==> src/rtl/result_hex_tx_if.sv <==
// result_hex_tx_if
//   Bundles the result/handshake signals around result_hex_tx.
//   master : the hex transmitter (consumes result/alu_done/tx_ready,
//            drives tx_data/tx_valid/busy/tx_done)
//   slave  : the environment (multiplier + UART side)
//   result    32  multiplier product, valid while alu_done is high
//   alu_done  1   level from multiplier, rises once per operation
//   tx_ready  1   UART can accept a byte this cycle
//   tx_data   8   ASCII byte offered to the UART
//   tx_valid  1   tx_data is valid
//   busy      1   transmitter is sending a result
//   tx_done   1   one-cycle pulse after the final byte
interface result_hex_tx_if;
   logic [31:0] result;
   logic        alu_done;
   logic        tx_ready;
   logic [7:0]  tx_data;
   logic        tx_valid;
   logic        busy;
   logic        tx_done;

   modport master (
      input  result, alu_done, tx_ready,
      output tx_data, tx_valid, busy, tx_done
   );

   modport slave (
      output result, alu_done, tx_ready,
      input  tx_data, tx_valid, busy, tx_done
   );
endinterface

==> src/rtl/result_hex_tx.sv <==
// result_hex_tx
//   Converts a 32-bit multiplier result into ASCII hex (MSB nibble first),
//   optionally followed by CR LF, and streams it byte by byte to a UART
//   through a valid/ready handshake. A transmission starts on a rising edge
//   of alu_done seen while idle.
// Parameters
//   SEND_CRLF  1: append 0x0D 0x0A after the eight digits, 0: digits only
//   UPPERCASE  1: digits A-F as 0x41-0x46, 0: as 0x61-0x66
// Ports
//   clk   single clock, rising edge
//   rst   asynchronous active-high reset
//   bus   result_hex_tx_if.master (result, alu_done, tx_ready in;
//         tx_data, tx_valid, busy, tx_done out)
module result_hex_tx #(
   parameter int SEND_CRLF = 1,
   parameter int UPPERCASE = 1
) (
   input  logic            clk,
   input  logic            rst,
   result_hex_tx_if.master bus
);

   typedef enum logic [1:0] {
      IDLE = 2'd0,
      SEND = 2'd1,
      FIN  = 2'd2
   } state_t;

   localparam logic [3:0] LAST_IDX = (SEND_CRLF != 0) ? 4'd9 : 4'd7;

   state_t      state;
   state_t      state_nxt;
   logic        done_d;
   logic [31:0] hold;
   logic [3:0]  idx;
   logic        start;
   logic        xfer;
   logic        last_xfer;
   logic [31:0] hold_sh;
   logic [7:0]  char_cur;

   // 0x37 + 10 = 'A', 0x57 + 10 = 'a'
   function automatic logic [7:0] hex_char(input logic [3:0] nib);
      logic [7:0] c;
      if (nib < 4'd10)
         c = 8'h30 + {4'h0, nib};
      else if (UPPERCASE != 0)
         c = 8'h37 + {4'h0, nib};
      else
         c = 8'h57 + {4'h0, nib};
      return c;
   endfunction

   always_comb begin
      start     = (state == IDLE) && bus.alu_done && !done_d;
      xfer      = (state == SEND) && bus.tx_ready;
      last_xfer = xfer && (idx == LAST_IDX);
   end

   // Shifting the selected nibble to the top keeps the mux index-driven
   // without a variable part-select.
   always_comb begin
      hold_sh  = hold << {idx[2:0], 2'b00};
      char_cur = 8'h0A;
      if (idx < 4'd8)
         char_cur = hex_char(hold_sh[31:28]);
      else if (idx == 4'd8)
         char_cur = 8'h0D;
   end

   always_comb begin
      state_nxt = state;
      case (state)
         IDLE:    if (start) state_nxt = SEND;
         SEND:    if (last_xfer) state_nxt = FIN;
         FIN:     state_nxt = IDLE;
         default: state_nxt = IDLE;
      endcase
   end

   always_ff @(posedge clk or posedge rst) begin
      if (rst)
         state <= IDLE;
      else
         state <= state_nxt;
   end

   // done_d resets high so a level already present at reset release is
   // not mistaken for a new operation.
   always_ff @(posedge clk or posedge rst) begin
      if (rst)
         done_d <= 1'b1;
      else
         done_d <= bus.alu_done;
   end

   always_ff @(posedge clk or posedge rst) begin
      if (rst) begin
         hold <= '0;
         idx  <= '0;
      end else if (start) begin
         hold <= bus.result;
         idx  <= '0;
      end else if (last_xfer) begin
         idx  <= '0;
      end else if (xfer) begin
         idx  <= idx + 4'd1;
      end
   end

   // Outputs decode straight from state so reset drops tx_valid at once.
   assign bus.tx_valid = (state == SEND);
   assign bus.tx_data  = (state == SEND) ? char_cur : 8'h00;
   assign bus.busy     = (state != IDLE);
   assign bus.tx_done  = (state == FIN);

endmodule

==> src/flat_wrapper.sv <==
// flat-port wrapper written by rule: the top's interface ports become plain ports
module result_hex_tx_flat 
#(
   parameter int SEND_CRLF = 1,
   parameter int UPPERCASE = 1
)
  (clk, rst, bus_result, bus_alu_done, bus_tx_ready, bus_tx_data, bus_tx_valid, bus_busy, bus_tx_done);
  result_hex_tx_if bus_i ();
  input  logic clk;
  input  logic rst;
  input wire logic [$bits(bus_i.result)-1:0] bus_result;
  input wire logic [$bits(bus_i.alu_done)-1:0] bus_alu_done;
  input wire logic [$bits(bus_i.tx_ready)-1:0] bus_tx_ready;
  output wire logic [$bits(bus_i.tx_data)-1:0] bus_tx_data;
  output wire logic [$bits(bus_i.tx_valid)-1:0] bus_tx_valid;
  output wire logic [$bits(bus_i.busy)-1:0] bus_busy;
  output wire logic [$bits(bus_i.tx_done)-1:0] bus_tx_done;
  assign bus_i.result = bus_result;
  assign bus_i.alu_done = bus_alu_done;
  assign bus_i.tx_ready = bus_tx_ready;
  assign bus_tx_data = bus_i.tx_data;
  assign bus_tx_valid = bus_i.tx_valid;
  assign bus_busy = bus_i.busy;
  assign bus_tx_done = bus_i.tx_done;
  result_hex_tx #(.SEND_CRLF(SEND_CRLF), .UPPERCASE(UPPERCASE)) u_core (.clk(clk), .rst(rst), .bus(bus_i));
endmodule
==> config.mk <==
export PLATFORM = sky130hd
export DESIGN_NAME = result_hex_tx_flat
export DESIGN_NICKNAME = d
export VERILOG_FILES = /design/src/rtl/result_hex_tx_if.sv /design/src/rtl/result_hex_tx.sv /design/src/flat_wrapper.sv
export SDC_FILE = /design/constraint.sdc
export NUM_CORES = 1
export LEC_CHECK = 0
export CAP_MARGIN = 20
export CORE_ASPECT_RATIO = 1.2
export CORE_MARGIN = 3
export CORE_UTILIZATION = 53
export DETAILED_ROUTE_END_ITERATION = 16
export PLACE_DENSITY = 0.89
export SYNTH_ARGS = -nofsm -noshare
export SYNTH_HDL_FRONTEND = slang
export SYNTH_SLANG_ARGS = --single-unit
==> constraint.sdc <==
create_clock -name clk -period 4.88 [get_ports clk]
set_input_delay 0.976 -clock clk [delete_from_list [all_inputs] [get_ports clk]]
set_output_delay 0.976 -clock clk [all_outputs]
set_load 0.01 [all_outputs]
After elaboration in Yosys (flattened, before gate mapping)
Cells that the tools add are included.
Widths: inputs -> output; s select.
{"block": "word_totals", "wordCells": 35, "inputBits": 36, "latch_bits": 0, "reg_bits": 39, "n_memories": 0, "romBits": 0, "ramBits": 0}
{"block": "classes", "n_shift": 1, "n_reduce_logical": 9, "mul": 0, "muxes": 10, "n_lt_le_gt_ge": 2, "n_div": 0, "add_sub_neg": 3, "n_eq_ne": 6, "bitwise": 0}
{"op": "$shl 32x5->32", "n": 1}
{"op": "$mux 8", "n": 3}
{"op": "$add 6x4->7 const A", "n": 2}
{"op": "$mux 4", "n": 3}
{"op": "$eq 4x4->1 const B", "n": 2}
{"op": "$lt 4x4->1 const B", "n": 2}
{"op": "$add 4x1->4 const B", "n": 1}
{"op": "$logic_and 1x1->1", "n": 4}
{"op": "$mux 2", "n": 2}
{"op": "$ne 2x1->1 const B", "n": 2}
{"op": "$pmux 2 s2", "n": 1}
{"op": "$mux 3", "n": 1}
{"op": "$reduce_bool 3->1", "n": 1}
{"op": "$eq 2x1->1 const B", "n": 1}
{"op": "$eq 2x2->1 const B", "n": 1}
{"op": "$logic_not 2->1", "n": 1}
{"op": "$reduce_and 2->1", "n": 1}
{"op": "$reduce_bool 2->1", "n": 1}
{"op": "$logic_not 1->1", "n": 1}

Logic depth before layout (Yosys ltp)
{"block": "depth", "ltp_word": 5, "mapped_depth": 7, "ltp_nobuf": 6}

Least setup slack after synthesis
Ideal clock, no wire load.
{"block": "synth_timing", "path_type": "register to output", "start": "register u_core.idx[0]", "end": "output bus_tx_data[2]", "arrival_ns": 1.820, "setup_slack_ns": 2.084, "required_ns": 3.904, "path_stages_with_launch": 7, "cell_sequence": "dfrtp_1 -> buf_6 -> mux4_2 -> mux2i_4 -> ha_1 -> nand4b_1 -> a31oi_1"}
{"block": "synth_between", "elab_chain_len": 5, "word_cells_on_any_way": 10, "classes_between": "add/sub: 2; order compare: 2; eq/ne: 1; shift: 1; mux: 4"}
{"element": "start, declared", "line_no": "result_hex_tx.sv:35", "source": "logic [3:0] idx;"}
{"element": "start signal, assigned", "line_no": "result_hex_tx.sv:107", "source": "idx <= idx + 4'd1;"}
{"element": "$shl 32x5->32", "line_no": "result_hex_tx.sv:63", "source": "hold_sh = hold << {idx[2:0], 2'b00};"}
{"element": "$add 6x4->7 (tied with other cells)", "line_no": "result_hex_tx.sv:48", "source": "c = 8'h37 + {4'h0, nib};"}
{"element": "$mux 8", "line_no": "result_hex_tx.sv:45", "source": "if (nib < 4'd10)"}
{"element": "$mux 8 (*)", "line_no": "result_hex_tx.sv:65", "source": "if (idx < 4'd8)"}
{"element": "$mux 8 (*)", "line_no": "result_hex_tx.sv:113", "source": "assign bus.tx_data = (state == SEND) ? char_cur : 8'h00;"}
{"element": "end, declared", "line_no": "flat_wrapper.sv:14", "source": "output wire logic [$bits(bus_i.tx_data)-1:0] bus_tx_data;"}
Every way passes the cells marked *; elsewhere a longest branch is shown, timed or not.

Worst setup path in the final report
{"block": "layout_timing", "start": "register u_core.idx[0]", "end": "output bus_tx_data[4]"}
Same word-level chain as after synthesis.

==> results.txt <==
The synthesized netlist devotes 6.63% of its cell area to compound gates. The required time reported for the critical path endpoint is 3.90 ns. The worst setup path is captured at an output pin. The vias per cell was 5.62; the maximum resistive drop on vdd was 0.299 mV.

Number of iterations in the first detailed-routing pass: 4. Largest fanout on the critical path: 12. TritonCTS built the clock tree. Across all setup checks in the final design, the least slack found is 0.923 ns. The worst stage delay on the critical path is 0.67 ns.

For this design the static power due to leakage is 0.00108 uW. After the first detailed-routing iteration, the DRC count stood at 153. The cell area that synthesis handed to floorplanning was 2000 um^2.

The final weighted congestion in routability-driven placement is 0.903. The logs give 0 for the initial antenna violation count and 1890 uW for the total power after layout. The final-layout setup total negative slack is 0 ns, and the net count after synthesis is 181. After global routing, the most crowded layer is met2. For this run, the total global-route usage over all layers was measured as 21.6%.

After Yosys synthesis, XOR and XNOR cells account for 0% of the synthesized area. For the final max-slew violation count, the log shows 0. Setup repair after global routing left no endpoint under its margin. Buffer levels on the longest clock path: 2. For the total of hold buffers inserted after clock tree synthesis, the log shows 0.

After synthesis, the largest family of logic cells by area is multiplexers. Entering global routing, the biggest net connects 40 pins. Subtracting the final worst setup slack from the clock period gives 3.96 ns. In this run the tightest slew margin relative to its limit is 32.2%.

The worst slack at placement was 1.28 ns. Input and output buffers added on the ports amount to 45. The die covers 4550 um^2. H-tree depth reported by CTS: 2. The initial core utilization came out at 57.5%. Global routing used 5.62% of the available met3 tracks. The min-delay analysis places its worst path in the category register to register.

The multiplexer share of the synthesized area was 32.1%. After Yosys synthesis, and, or, nand and nor cells account for 6.32% of the synthesized area. The final clock skew is 0.00559 ns, and the number of nets in the final layout is 229. The number of antenna diodes in the final layout is 0. The number of max-cap violations is 0. In this run the post-CTS setup repair buffer count came out at 0. The first global-routing pass estimated 7020 um of wire. The number of nets with antenna violations after detailed routing came out at 0.

For the pin with the worst max-slew slack, the measured transition is 1.01 ns. Detailed placement ended at an HPWL of 3160 um. The warning count from the yosys run was 0. Dividing the final minimum period by the clock period gives 81.1%. Of the total synthesized cell area, the portion taken by full adders, half adders and majority gates is 2.50%. The clock net sink count was 39; the cell count after synthesis was 141.

Buffers inserted during clock tree synthesis total 5. The total of flip-flops plus latches after synthesis was 39. For the residual DRC count, the log shows 0. The number of ports placed on the die boundary was 47; the number of failing hold endpoints at the final stage was 0. The flow ran to the end, and the final reports show no timing, DRC or antenna violations.

Counting distinct cell types in the post-synthesis netlist gives 36. The worst setup path is launched from a register. The worst-skew pair later-pin latency is 0.29 ns.

The count of endpoints failing setup in the final report is 0, and the via count of the first global-routing pass is 1460. Clock-pin slew was measured on the worst setup and hold paths at 0.07 ns. The width of the die came out at 62.1 um. The root buffer cell chosen for the clock tree is sky130_fd_sc_hd__clkbuf_8. Static timing analysis puts the maximum clock frequency at 253 MHz.

Total grt overflow: 0. The critical path data arrival time came out at 2.98 ns. Total via count in the routed design: 1348. The sequential share of the synthesized area is 48.8%, and the detail-routed net length per standard cell is 17.5 um. Type of the setup path with the least slack: register to output pin. In this run the mean area of a mapped cell was 14.2 um^2.

Traced cell by cell, the critical path runs through mux4_1 > mux2i_1 > ha_1 > o21ai_0 > a21oi_1 > clkdlybuf4s50_1. The floorplan has 23 rows. The region available for standard cell placement spans 3480 um^2. The number of gates resized after CTS was 0. The run gives 36.6% as the global routing usage on met2. The area overhead of the layout relative to synthesis is 29.6%. The floorplan die height is 73.3 um. In the global route stage, met1 resource usage came out at 25.0%. In this run the power density over the cells is 730 nW/um^2. Summed over all layers, the routed wires come to 4210 um.

The fraction of layout instances using a drive strength above 1 came out at 29.5%. The cell type of the slowest stage on the worst timing path is sky130_fd_sc_hd__dfrtp_1.
==> state kept, by name (all words and copies together), names as in the netlist <==
signal         flops
u_core.idx         4
u_core.state       2
u_core.hold       32
u_core.done_d      1
==> routing by layer <==
metal / up-vias / part of all wire [%]
met3: 9 / 4.4
met2: 46 / 55
met4: 0 / 2.5
li1: 620 / -
met1: 673 / 38
met5: - / 0
==> cells in the mapped netlist <==
cell | n | area (um^2)
sky130_fd_sc_hd__nor2_1 | 2 | 7.51
sky130_fd_sc_hd__dfstp_2 | 1 | 26.3
sky130_fd_sc_hd__o31ai_1 | 1 | 7.51
sky130_fd_sc_hd__a21oi_1 | 7 | 35.0
sky130_fd_sc_hd__mux2i_4 | 2 | 45.0
sky130_fd_sc_hd__nand3_1 | 2 | 10.0
sky130_fd_sc_hd__nand3b_1 | 1 | 7.51
sky130_fd_sc_hd__nor2b_1 | 3 | 18.8
sky130_fd_sc_hd__mux2_4 | 1 | 15.0
sky130_fd_sc_hd__buf_4 | 1 | 7.51
sky130_fd_sc_hd__a31oi_1 | 2 | 12.5
sky130_fd_sc_hd__a22o_1 | 2 | 17.5
sky130_fd_sc_hd__nand2b_1 | 2 | 12.5
sky130_fd_sc_hd__and3b_1 | 1 | 8.76
sky130_fd_sc_hd__conb_1 | 1 | 3.75
sky130_fd_sc_hd__mux4_1 | 3 | 78.8
sky130_fd_sc_hd__nand2_1 | 1 | 3.75
sky130_fd_sc_hd__ha_1 | 4 | 50.1
sky130_fd_sc_hd__nor3b_1 | 2 | 15.0
sky130_fd_sc_hd__nand4b_1 | 1 | 8.76
sky130_fd_sc_hd__mux2_2 | 33 | 372
sky130_fd_sc_hd__buf_6 | 2 | 22.5
sky130_fd_sc_hd__inv_2 | 1 | 3.75
sky130_fd_sc_hd__a211oi_2 | 1 | 12.5
sky130_fd_sc_hd__inv_1 | 5 | 18.8
sky130_fd_sc_hd__a2111oi_0 | 1 | 8.76
sky130_fd_sc_hd__a21o_1 | 2 | 15.0
sky130_fd_sc_hd__buf_2 | 3 | 15.0
sky130_fd_sc_hd__mux2i_1 | 2 | 20.0
sky130_fd_sc_hd__mux4_2 | 5 | 113
sky130_fd_sc_hd__dfrtp_1 | 38 | 951
sky130_fd_sc_hd__or2_2 | 2 | 12.5
sky130_fd_sc_hd__nor4b_2 | 1 | 15.0
sky130_fd_sc_hd__and2_1 | 1 | 6.26
sky130_fd_sc_hd__o21ai_0 | 3 | 15.0
sky130_fd_sc_hd__a41oi_1 | 1 | 8.76
==> critical path: cells and delay by family, from the launching register on <==
kind,cells,cell delay [ns]
muxes,2,0.90
AOI/OAI and AO/OA,2,0.30
adders and majority gates,1,0.26
buffers and inverters,1,0.56
DFF,1,0.67
==> report_power, final <==
part	internal [uW]	switching (uW)	leakage (uW)	total, uW
registers	478	133	0.000470	611
logic	612	437	0.000563	1050
clock network	129	105	0.0000515	234
==> final cells by class <==
type | instances | area, um^2
sequential | 39 | 977
multi-input combinational | 90 | 965
fill | 246 | 890
timing repair buffer | 47 | 465
clock buffer | 8 | 100
tap | 50 | 62.6
inverter | 6 | 22.5
==> layout by cell type, fill, tap and decap left out, types with 2 or more instances in the layout <==
cell type,instances
sky130_fd_sc_hd__nand3_1,2
sky130_fd_sc_hd__nor3b_1,2
sky130_fd_sc_hd__buf_4,2
sky130_fd_sc_hd__mux4_2,5
sky130_fd_sc_hd__mux4_1,3
sky130_fd_sc_hd__a21oi_1,7
sky130_fd_sc_hd__mux2i_4,2
sky130_fd_sc_hd__mux2_2,33
sky130_fd_sc_hd__a22o_1,2
sky130_fd_sc_hd__nand2b_1,2
sky130_fd_sc_hd__nor2_1,2
sky130_fd_sc_hd__clkbuf_8,7
sky130_fd_sc_hd__clkdlybuf4s50_1,45
sky130_fd_sc_hd__mux2i_1,2
sky130_fd_sc_hd__inv_1,5
sky130_fd_sc_hd__ha_1,4
sky130_fd_sc_hd__o21ai_0,3
sky130_fd_sc_hd__a21o_1,2
sky130_fd_sc_hd__a31oi_1,2
sky130_fd_sc_hd__dfrtp_1,38
sky130_fd_sc_hd__nor2b_1,3
sky130_fd_sc_hd__or2_2,2
==> cells by family after synthesis <==
| kind of cell | after synthesis |
|---|---|
| flip-flops | 39 |
| buffers and inverters | 12 |
| AO/OA/AOI/OAI | 20 |
| AND/OR/NAND/NOR | 19 |
| other | 1 |
| adder cells (fa/ha/maj) | 4 |
| multiplexers | 46 |
==> stage by stage <==
stage / hold WS (ns) / utilization [%] / area [um^2] / std cells
floorplan: 0.472 / - / 2000 / 141
global placement: 0.488 / 71.6 / 2490 / 232
detailed placement: 0.501 / 71.6 / 2490 / 232
CTS: 0.516 / 74.5 / 2590 / 240
global route: 0.536 / 74.5 / 2590 / 240
finish: 0.512 / 74.5 / 2590 / 240
==> final timing paths <==
path                                 start         endpoint  slack [ns]  cells past startpoint
setup / recovery             u_core.idx[0]   bus_tx_data[4]        0.92                      6
hold / removal             u_core.hold[13]  u_core.hold[13]        0.51                      1
setup reg to reg           u_core.state[1]    u_core.idx[3]        2.59                      5
hold reg to reg            u_core.hold[13]  u_core.hold[13]        0.51                      1
max in group asynchronous              rst    u_core.done_d        3.43                      3
min in group asynchronous              rst   u_core.hold[4]        1.10                      3
Power figures use the tool's default switching activity.
